### src/rtl/byte_packer_pkg.sv
// Shared definitions for the byte packer: state encoding, lane geometry and lane bit-position helper.
package packer_pkg;

    localparam int unsigned LANES     = 4;
    localparam int unsigned LANE_W    = 8;
    localparam int unsigned WORD_W    = LANES * LANE_W;
    localparam int unsigned IDX_W     = 2;
    localparam int unsigned CNT_W     = 3;
    localparam int unsigned BIT_IDX_W = 5;

    typedef enum logic {
        ST_FILL = 1'b0,
        ST_HOLD = 1'b1
    } state_t;

    // Lowest bit of lane k inside the assembled word for the chosen byte order.
    function automatic logic [BIT_IDX_W-1:0] lane_lsb(input int unsigned k, input bit le);
        int unsigned pos;
        pos = le ? (k * LANE_W) : ((LANES - 1 - k) * LANE_W);
        return BIT_IDX_W'(pos);
    endfunction

endpackage

### src/rtl/byte_packer_if.sv
// Byte-stream handshake plus FIFO push bus for the byte packer.
interface byte_packer_if;
    import packer_pkg::*;

    logic                byte_valid;
    logic [LANE_W-1:0]   byte_in;
    logic                byte_last;
    logic                byte_ready;
    logic                fifo_full;
    logic                push;
    logic [WORD_W-1:0]   word_out;
    logic [CNT_W-1:0]    word_bytes;

    // Upstream byte source together with the downstream FIFO.
    modport master (
        output byte_valid, byte_in, byte_last, fifo_full,
        input  byte_ready, push, word_out, word_bytes
    );

    // The packer itself.
    modport slave (
        input  byte_valid, byte_in, byte_last, fifo_full,
        output byte_ready, push, word_out, word_bytes
    );

endinterface

### src/rtl/byte_packer.sv
// Packs a byte stream into 32-bit words and pushes them into a downstream FIFO.
// Optional end-of-packet flush with padding is enabled by defining BYTE_PACKER_FLUSH_EN.
module byte_packer
    import packer_pkg::*;
#(
    parameter logic [LANE_W-1:0] PAD_BYTE      = 8'h00,
    parameter bit                LITTLE_ENDIAN = 1'b1
) (
    input  logic          clk,
    input  logic          reset,
    byte_packer_if.slave  bus
);

    state_t              state_q, state_d;
    logic [IDX_W-1:0]    idx_q,   idx_d;
    logic [WORD_W-1:0]   word_q,  word_d;
    logic [CNT_W-1:0]    bytes_q, bytes_d;

    // State and datapath registers.
    always_ff @(posedge clk) begin
        if (reset) begin
            state_q <= ST_FILL;
            idx_q   <= '0;
            word_q  <= '0;
            bytes_q <= '0;
        end else begin
            state_q <= state_d;
            idx_q   <= idx_d;
            word_q  <= word_d;
            bytes_q <= bytes_d;
        end
    end

    // Next-state, lane write decode and word completion.
    always_comb begin
        state_d = state_q;
        idx_d   = idx_q;
        word_d  = word_q;
        bytes_d = bytes_q;
        case (state_q)
            ST_FILL: begin
                if (bus.byte_valid) begin
                    for (int unsigned k = 0; k < LANES; k++) begin
                        if (IDX_W'(k) == idx_q) begin
                            word_d[lane_lsb(k, LITTLE_ENDIAN) +: LANE_W] = bus.byte_in;
                        end
`ifdef BYTE_PACKER_FLUSH_EN
                        else if (bus.byte_last && (IDX_W'(k) > idx_q)) begin
                            word_d[lane_lsb(k, LITTLE_ENDIAN) +: LANE_W] = PAD_BYTE;
                        end
`endif
                    end
                    if (idx_q == IDX_W'(LANES - 1)) begin
                        bytes_d = CNT_W'(LANES);
                        state_d = ST_HOLD;
                    end
`ifdef BYTE_PACKER_FLUSH_EN
                    else if (bus.byte_last) begin
                        bytes_d = CNT_W'(idx_q) + CNT_W'(1);
                        state_d = ST_HOLD;
                    end
`endif
                    else begin
                        idx_d = idx_q + IDX_W'(1);
                    end
                end
            end
            ST_HOLD: begin
                // The push edge is the only place the lane index wraps.
                if (!bus.fifo_full) begin
                    state_d = ST_FILL;
                    idx_d   = '0;
                    word_d  = '0;
                    bytes_d = '0;
                end
            end
        endcase
    end

`ifndef BYTE_PACKER_FLUSH_EN
    localparam logic [LANE_W-1:0] unused_pad = PAD_BYTE;
    logic unused_last;
    assign unused_last = bus.byte_last;
`endif

    // Push is combinational so the FIFO captures word_out on the same edge.
    assign bus.push       = (state_q == ST_HOLD) && !bus.fifo_full && !reset;
    assign bus.byte_ready = (state_q == ST_FILL);
    assign bus.word_out   = word_q;
    assign bus.word_bytes = bytes_q;

endmodule
### src/flat_wrapper.sv
// flat-port wrapper written by rule: the top's interface ports become plain ports
module byte_packer_flat import packer_pkg::*;
#(
    parameter logic [LANE_W-1:0] PAD_BYTE      = 8'h00,
    parameter bit                LITTLE_ENDIAN = 1'b1
)
  (clk, reset, bus_byte_valid, bus_byte_in, bus_byte_last, bus_fifo_full, bus_byte_ready, bus_push, bus_word_out, bus_word_bytes);
  byte_packer_if bus_i ();
  input  logic clk;
  input  logic reset;
  input wire logic [$bits(bus_i.byte_valid)-1:0] bus_byte_valid;
  input wire logic [$bits(bus_i.byte_in)-1:0] bus_byte_in;
  input wire logic [$bits(bus_i.byte_last)-1:0] bus_byte_last;
  input wire logic [$bits(bus_i.fifo_full)-1:0] bus_fifo_full;
  output wire logic [$bits(bus_i.byte_ready)-1:0] bus_byte_ready;
  output wire logic [$bits(bus_i.push)-1:0] bus_push;
  output wire logic [$bits(bus_i.word_out)-1:0] bus_word_out;
  output wire logic [$bits(bus_i.word_bytes)-1:0] bus_word_bytes;
  assign bus_i.byte_valid = bus_byte_valid;
  assign bus_i.byte_in = bus_byte_in;
  assign bus_i.byte_last = bus_byte_last;
  assign bus_i.fifo_full = bus_fifo_full;
  assign bus_byte_ready = bus_i.byte_ready;
  assign bus_push = bus_i.push;
  assign bus_word_out = bus_i.word_out;
  assign bus_word_bytes = bus_i.word_bytes;
  byte_packer #(.PAD_BYTE(PAD_BYTE), .LITTLE_ENDIAN(LITTLE_ENDIAN)) u_core (.clk(clk), .reset(reset), .bus(bus_i));
endmodule
### config.mk
export PLATFORM = sky130hd
export DESIGN_NAME = byte_packer_flat
export DESIGN_NICKNAME = d
export VERILOG_FILES = /design/src/rtl/byte_packer_pkg.sv /design/src/rtl/byte_packer_if.sv /design/src/rtl/byte_packer.sv /design/src/flat_wrapper.sv
export SDC_FILE = /design/constraint.sdc
export NUM_CORES = 1
export LEC_CHECK = 0
export BUFFER_PORTS_ARGS = -buffer_cell sky130_fd_sc_hd__buf_2
export CAP_MARGIN = 20
export CORE_UTILIZATION = 50
export DETAILED_ROUTE_END_ITERATION = 7
export PLACE_DENSITY = 0.78
export SETUP_SLACK_MARGIN = 0.05
export SYNTH_ARGS = -nofsm -noshare
export SYNTH_HDL_FRONTEND = slang
export SYNTH_SLANG_ARGS = --single-unit
### constraint.sdc
create_clock -name clk -period 1.6 [get_ports clk]
set_input_delay 0.32 -clock clk [delete_from_list [all_inputs] [get_ports clk]]
set_output_delay 0.32 -clock clk [all_outputs]
set_load 0.05 [all_outputs]
=== After elaboration in Yosys (flattened, before gate mapping) ===
Cells that the tools add are included.

* Bits in registers: 38
* Bits of input ports: 13
* Output and inout port bits: 37
* Word-level logic and storage cells: 51

* Add/sub/neg operators: 1
* Bitwise operators: 1
* Muxes and demuxes: 19
* Reduce and logical (&&, ||, !) cells: 11
* Equal/unequal tests: 12

{| class="wikitable"
|+ Operators by type and width
! operator !! number
|-
| 32-bit two-way mux || 2
|-
| 32-bit one-hot mux with 2 select lines || 1
|-
| 8-bit two-way mux || 4
|-
| 3-bit AND reduction || 6
|-
| 2-bit by 1-bit != test with 1-bit output (second input constant) || 5
|-
| 3-bit two-way mux || 3
|-
| 2-bit two-way mux || 3
|-
| 2-bit != test (second input constant) || 3
|-
| 3-bit one-hot mux with 2 select lines || 1
|-
| 2-bit == test (first input constant) || 2
|-
| 2-bit one-hot mux with 2 select lines || 1
|-
| 1-bit two-way mux || 3
|-
| 2-bit by 1-bit adder with 2-bit output (second input constant) || 1
|-
| 1-bit by 2-bit == test with 1-bit output (first input constant) || 1
|-
| 2-bit == test (second input constant) || 1
|-
| 1-bit logical AND || 2
|-
| 1-bit zero test || 2
|-
| 2-bit zero test || 1
|-
| 1-bit one-hot mux with 2 select lines || 1
|-
| 1-bit inverter || 1
|}

=== Longest topological paths before layout ===
Gate-level depths: netlist of run 1.

* Word-level depth: 4
* Depth in mapped cells: 6
* Gate-level depth less buffers: 5

=== Worst setup path after synthesis of run 1 ===
No wires, ideal clock.

* Kind: input to output
* Start: input port bus_fifo_full
* End: output port bus_push
* Arrival: 1399 ps
* Path buffers: 2
* Setup slack: -119 ps
* Stages: 4
* Data required time: 1280 ps
* Cell sequence: nand2b_1 -> buf_4 -> buf_4 -> nor2_1

* Longest elaborated chain between the ends: 3

{| class="wikitable"
|+ RTL lines
! what !! RTL line !! source
|-
| start: declaration || flat_wrapper.sv:14 || <nowiki>input wire logic [$bits(bus_i.fifo_full)-1:0] bus_fifo_full;</nowiki>
|-
| 1-bit zero test || - ||
|-
| 1-bit logical AND (2 in series) || byte_packer.sv:87 || <nowiki>assign bus.push = (state_q == ST_HOLD) && !bus.fifo_full && !reset;</nowiki>
|-
| end: declaration || flat_wrapper.sv:16 || <nowiki>output wire logic [$bits(bus_i.push)-1:0] bus_push;</nowiki>
|}

No other way between the ends.

=== Final worst setup path of run 1 ===
* Start: register u_core.state_q
* End: output port bus_push

* Longest elaborated chain between the ends: 2

{| class="wikitable"
|+ RTL lines
! what !! RTL line !! source
|-
| start: declaration || byte_packer.sv:14 || <nowiki>state_t state_q, state_d;</nowiki>
|-
| start signal: assignment || byte_packer.sv:27 || <nowiki>state_q <= state_d;</nowiki>
|-
| 1-bit logical AND (2 in series) || byte_packer.sv:87 ||
|}

No other way between the ends.

==> results.sh, run 1 <==
export IMPL_status="complete, no violations"
export IMPL_initialDrtViolationCount=92
export IMPL_boundaryPins=50
export IMPL_critPathKind="reg -> out"
export IMPL_synth_avg_cell_area_um2=9.03
export IMPL_yosysWarnings=0
export IMPL_switchingPower_mw=0.538
export IMPL_yosysTopAreaCellShare_pct=44.9
export IMPL_multi_input_area_um2=757
export IMPL_route_detailed_wl_per_inst_um=13.2
export IMPL_post_route_util_pct=61.3
export IMPL_slew_headroom_pct=65.2
export IMPL_fmax_ghz=0.701
export IMPL_cts_sink_count=36
export IMPL_hold_ws_ps=263
export IMPL_clockRootBuffer="clkbuf_4"
export IMPL_clk_path_buf_depth=2
export IMPL_via_per_inst=5.27
export IMPL_total_leakage_power_nw=0.770
export IMPL_ctsHoldBuffers=0
export IMPL_ir_worst_vdd_uv=403
export IMPL_fillers=284
export IMPL_fin_crit_sh_pct=89.1
export IMPL_worstSkewPairLatency_ps=330
export IMPL_p_int_mw=1.22
export IMPL_swShare_pct=30.6
export IMPL_htree_levels=2
export IMPL_syn_inst=178
export IMPL_power_frac_comb_pct=18.0
export IMPL_slowest_stage="dfxtp_4"
export IMPL_max_stage_delay_ps=390
export IMPL_setup_tns_ps=0
export IMPL_worstPathArrival_ps=1110
export IMPL_finalInstanceArea_mm2=0.00187
export IMPL_syn_area_mm2=0.00161
export IMPL_place_inst=255
export IMPL_hp_class="in -> reg"
export IMPL_grt_use_total_pct=22.1
export IMPL_cp_required_ps=1280
export IMPL_crit_chain="nand2b_1 -> nor2_2 -> buf_6"
export IMPL_start_util_pct=52.6
export IMPL_drv_cap=0
export IMPL_maxSlewViolCount=0
export IMPL_hold_viol=0
export IMPL_regArea_um2=724
export IMPL_fin_cells=264
export IMPL_hpwl_um=2380
export IMPL_setup_viol=0
export IMPL_crit_path_max_fanout=7
export IMPL_grt_max_degree=37
export IMPL_synthToLayoutAreaGrowth_pct=16.5
export IMPL_synth_ff_latch_count=36
export IMPL_cp_start_kind="flop"
export IMPL_seqPwrFrac_pct=54.0
export IMPL_io_buffers=46
export IMPL_cts_made_buffers=5
export IMPL_yosysTopAreaCell="dfxtp_1"
export IMPL_rows=20
export IMPL_nets=236
export IMPL_wl_um=3490
export IMPL_grt_pass1_wl_um=5670
export IMPL_most_common_layout_cells="buf_2, dfxtp_1, nand2_1, nand3_1, a21oi_2"
export IMPL_drc=0
export IMPL_power_per_cell_area_mw_per_mm2=939
export IMPL_gp_congestion=0.769
export IMPL_worst_slack_ps=174
export IMPL_skew_ps=8.29
export IMPL_drt_pass1_iter_count=4
export IMPL_end_kind="primary output"
export IMPL_dr_total_vias=1390
export IMPL_pre_cts_slack_ps=184
export IMPL_rsz0062_at_grt="no"
export IMPL_synth_area_leaders="dfxtp_1, a21oi_2, nand3_1, nand2_1, buf_4"
export IMPL_worstRegToRegCells=4
export IMPL_clkPwrFrac_pct=28.0
export IMPL_overflow=0
export IMPL_core_mm2=0.00305
export IMPL_antenna_found_initial=0
export IMPL_dieWidth_um=58.7
export IMPL_fin_crit_ps=1430
export IMPL_die_h_um=58.7
export IMPL_ant_nets=0
export IMPL_cts_clk_slew_worst_paths_ps=110
export IMPL_grt_pass1_vias=1257
export IMPL_ys_types=20
export IMPL_yosysSeqAreaShare_pct=44.9
export IMPL_diodes=0
export IMPL_die_area_mm2=0.00344
export IMPL_cts_tree="done"
export IMPL_drive_gt1_share_pct=41.4
export IMPL_layout_commonest_cell="buf_2"
export IMPL_whs_path_depth=3
export IMPL_dpl_cell_area_mm2=0.00179
export IMPL_total_power_mw=1.76
export IMPL_tightest_slew_ps=521
worst max-delay path: cells and delay by family (launching register included):
| kind | cells | cell delay [ps] |
|---|---|---|
| flops | 1 | 390 |
| simple gates | 2 | 210 |
| buf+inv | 1 | 180 |
power groups by stage:
stage	sequential, mW	combinational, mW	clock (mW)
3_5_place_dp	0.972	0.314	0
4_1_cts	0.950	0.315	0.513
6_report	0.949	0.316	0.492
2_1_floorplan	1.07	0.149	0
3_3_place_gp	0.972	0.310	0
5_1_grt	0.953	0.340	0.556
final cells by class:
class	instances	area share, %
inverter	4	0.802
timing repair buffer	49	13.8
sequential	36	38.7
clock buffer	6	2.74
tap	44	2.94
multi-input combinational	123	40.4
clock inverter	2	0.535
registers in the layout (all words and copies together) (netlist names):
register	cells
u_core.bus.word_bytes	1
u_core.state_q	1
u_core.idx_q	2
u_core.bus.word_out	32
final timing paths:
path                                                end  slack, ps               startpoint
worst min register to register  u_core.bus.word_out[11]        470  u_core.bus.word_out[11]
worst max-delay path                           bus_push        170           u_core.state_q
worst min-delay path            u_core.bus.word_out[12]        260           bus_byte_in[4]
worst max register to register  u_core.bus.word_out[29]        260          u_core.idx_q[0]
cells by family after synthesis:
| family | Yosys count | share of synthesized area (%) |
|---|---|---|
| simple gates | 80 | 25.7 |
| compound gates | 37 | 17.6 |
| flops | 36 | 44.9 |
| buf+inv | 20 | 8.49 |
| fa+ha+maj | 4 | 3.12 |
| other cells | 1 | 0.233 |
what timing repair did:
item	in CTS	in global routing
resized for setup	3	2
setup buffers	0	1
setup endpoints to repair	1	9
pin swaps	0	0
per-layer routing:
metal	routed length (um)	global-route usage (%)	up-vias
li1	-	-	676
met1	1480	28.3	660
met2	1750	36.3	49
met3	215	5.05	5
met4	40	8.50	0
met5	0	0	-
cell usage after synthesis, drive strengths merged:
cell type and instances:
ha 4, nand3b 5, dfxtp 36, o21ai 1, conb 1, and3b 4, nand2b 1, nand2 34
buf 16, nand3 32, inv 4, a311oi 1, nor2 3, nor3b 1, a21oi 35
Note: power is estimated with default switching activity, not from simulation.
==> run 2: changes to the inputs <==
Settings changed: CORE_ASPECT_RATIO set to 1.4, GPL_ROUTABILITY_DRIVEN set to 0.
==> results.sh, run 2 (same netlist as run 1, synthesis figures left out) <==
export IMPL_drv_cap=0
export IMPL_diodes=0
export IMPL_overflow=0
export IMPL_grt_max_degree=37
export IMPL_hpwl_um=2530
export IMPL_die_area_mm2=0.00345
export IMPL_grt_pass1_vias=1294
export IMPL_hold_start="bus_byte_in[5]"
export IMPL_total_leakage_power_nw=0.783
export IMPL_end_kind="primary output"
export IMPL_worst_slack_ps=173
export IMPL_htree_levels=2
export IMPL_cts_made_buffers=5
export IMPL_ctsHoldBuffers=0
export IMPL_core_mm2=0.00309
export IMPL_ant_nets=0
export IMPL_fin_crit_sh_pct=89.2
export IMPL_worstSkewPairLatency_ps=280
export IMPL_clk_path_buf_depth=2
export IMPL_startpoint="u_core.state_q"
export IMPL_skew_ps=5.05
export IMPL_dr_total_vias=1386
export IMPL_boundaryPins=50
export IMPL_worstPathArrival_ps=1110
export IMPL_place_inst=252
export IMPL_fin_crit_ps=1430
export IMPL_cts_clk_slew_worst_paths_ps=70
export IMPL_post_route_util_pct=61.2
export IMPL_layout_commonest_cell="buf_2"
export IMPL_dieWidth_um=49.9
export IMPL_io_buffers=46
export IMPL_p_int_mw=1.36
export IMPL_clockRootBuffer="clkbuf_8"
export IMPL_power_per_cell_area_mw_per_mm2=1010
export IMPL_total_power_mw=1.92
export IMPL_tightest_slew_ps=504
export IMPL_regArea_um2=722
export IMPL_finalInstanceArea_mm2=0.00189
export IMPL_hold_viol=0
export IMPL_status="complete, no violations"
export IMPL_drive_gt1_share_pct=40.3
export IMPL_swShare_pct=29.1
export IMPL_max_stage_delay_ps=370
export IMPL_switchingPower_mw=0.558
export IMPL_drc=0
export IMPL_crit_path_max_fanout=8
export IMPL_largest_register_ffs=32
export IMPL_dpl_cell_area_mm2=0.00180
export IMPL_setup_viol=0
export IMPL_rsz0062_at_grt="no"
export IMPL_via_per_inst=5.33
export IMPL_setup_tns_ps=0
export IMPL_reg2reg_from="u_core.idx_q[0]"
export IMPL_start_util_pct=51.9
export IMPL_seqPwrFrac_pct=49.5
export IMPL_nets=237
export IMPL_grt_use_total_pct=22.7
export IMPL_hold_ws_ps=313
export IMPL_slowest_stage="dfxtp_2"
export IMPL_ir_worst_vdd_uv=882
export IMPL_cts_tree="done"
export IMPL_synthToLayoutAreaGrowth_pct=17.9
export IMPL_fmax_ghz=0.701
export IMPL_multi_input_area_um2=756
export IMPL_cp_start_kind="flop"
export IMPL_fin_cells=260
export IMPL_power_frac_comb_pct=16.5
export IMPL_hp_class="in -> reg"
export IMPL_crit_chain="nand2b_1 -> nor2_2 -> buf_4"
export IMPL_cp_required_ps=1280
export IMPL_antenna_found_initial=0
export IMPL_die_h_um=69.1
export IMPL_wl_um=3610
export IMPL_rows=24
export IMPL_maxSlewViolCount=0
export IMPL_fillers=315
export IMPL_drt_pass1_iter_count=4
export IMPL_crit_buf_inv=1
export IMPL_grt_pass1_wl_um=5980
export IMPL_cts_sink_count=36
export IMPL_slew_headroom_pct=66.4
export IMPL_initialDrtViolationCount=39
export IMPL_route_detailed_wl_per_inst_um=13.9
export IMPL_pre_cts_slack_ps=274
export IMPL_clkPwrFrac_pct=34.0
export IMPL_critPathKind="reg -> out"
export IMPL_most_common_layout_cells="buf_2, dfxtp_1, nand2_1, nand3_1, a21oi_2"
export IMPL_critPathTopFamily="flip-flops"
## run 2: final timing paths
kind,slack [ps],depth (start not counted),endpoint
setup reg to reg,270,5,u_core.bus.word_out[20]
hold reg to reg,470,2,u_core.bus.word_out[11]
setup / recovery,170,3,bus_push
hold / removal,310,3,u_core.bus.word_out[13]
## run 2: worst min-delay path, stage by stage
cell and delay, ps:
buf_2 130, nand2_1 50, a21oi_1 50
## run 2: what timing repair did
action	4_1_cts	5_1_grt
resized for setup	1	1
hold endpoints to repair	0	0
pin swaps	0	0
setup buffers	0	0
setup endpoints to repair	1	1
## run 2: final cells by class
| type | count | share of cell area (%) |
|---|---|---|
| clock buffer | 8 | 4.76 |
| inverter | 4 | 0.793 |
| multi-input combinational | 123 | 39.9 |
| sequential | 36 | 38.1 |
| tap | 39 | 2.58 |
| timing repair buffer | 50 | 13.9 |
## run 2: power by group through the flow
stage               clock network, mW  registers (mW)  logic, mW
detailed placement                  0           0.973      0.317
global route                    0.694           0.956      0.339
global placement                    0           0.971      0.313
finish                          0.653           0.952      0.317
floorplan                           0            1.07      0.149
CTS                             0.659           0.952      0.318
## run 2: routing by layer
layer	global-route usage, %	part of all wire, %	vias up
li1	-	-	684
met1	28.3	42	654
met2	37.4	51	43
met3	6.40	5.6	5
met4	6.67	1.2	0
met5	0	0	-
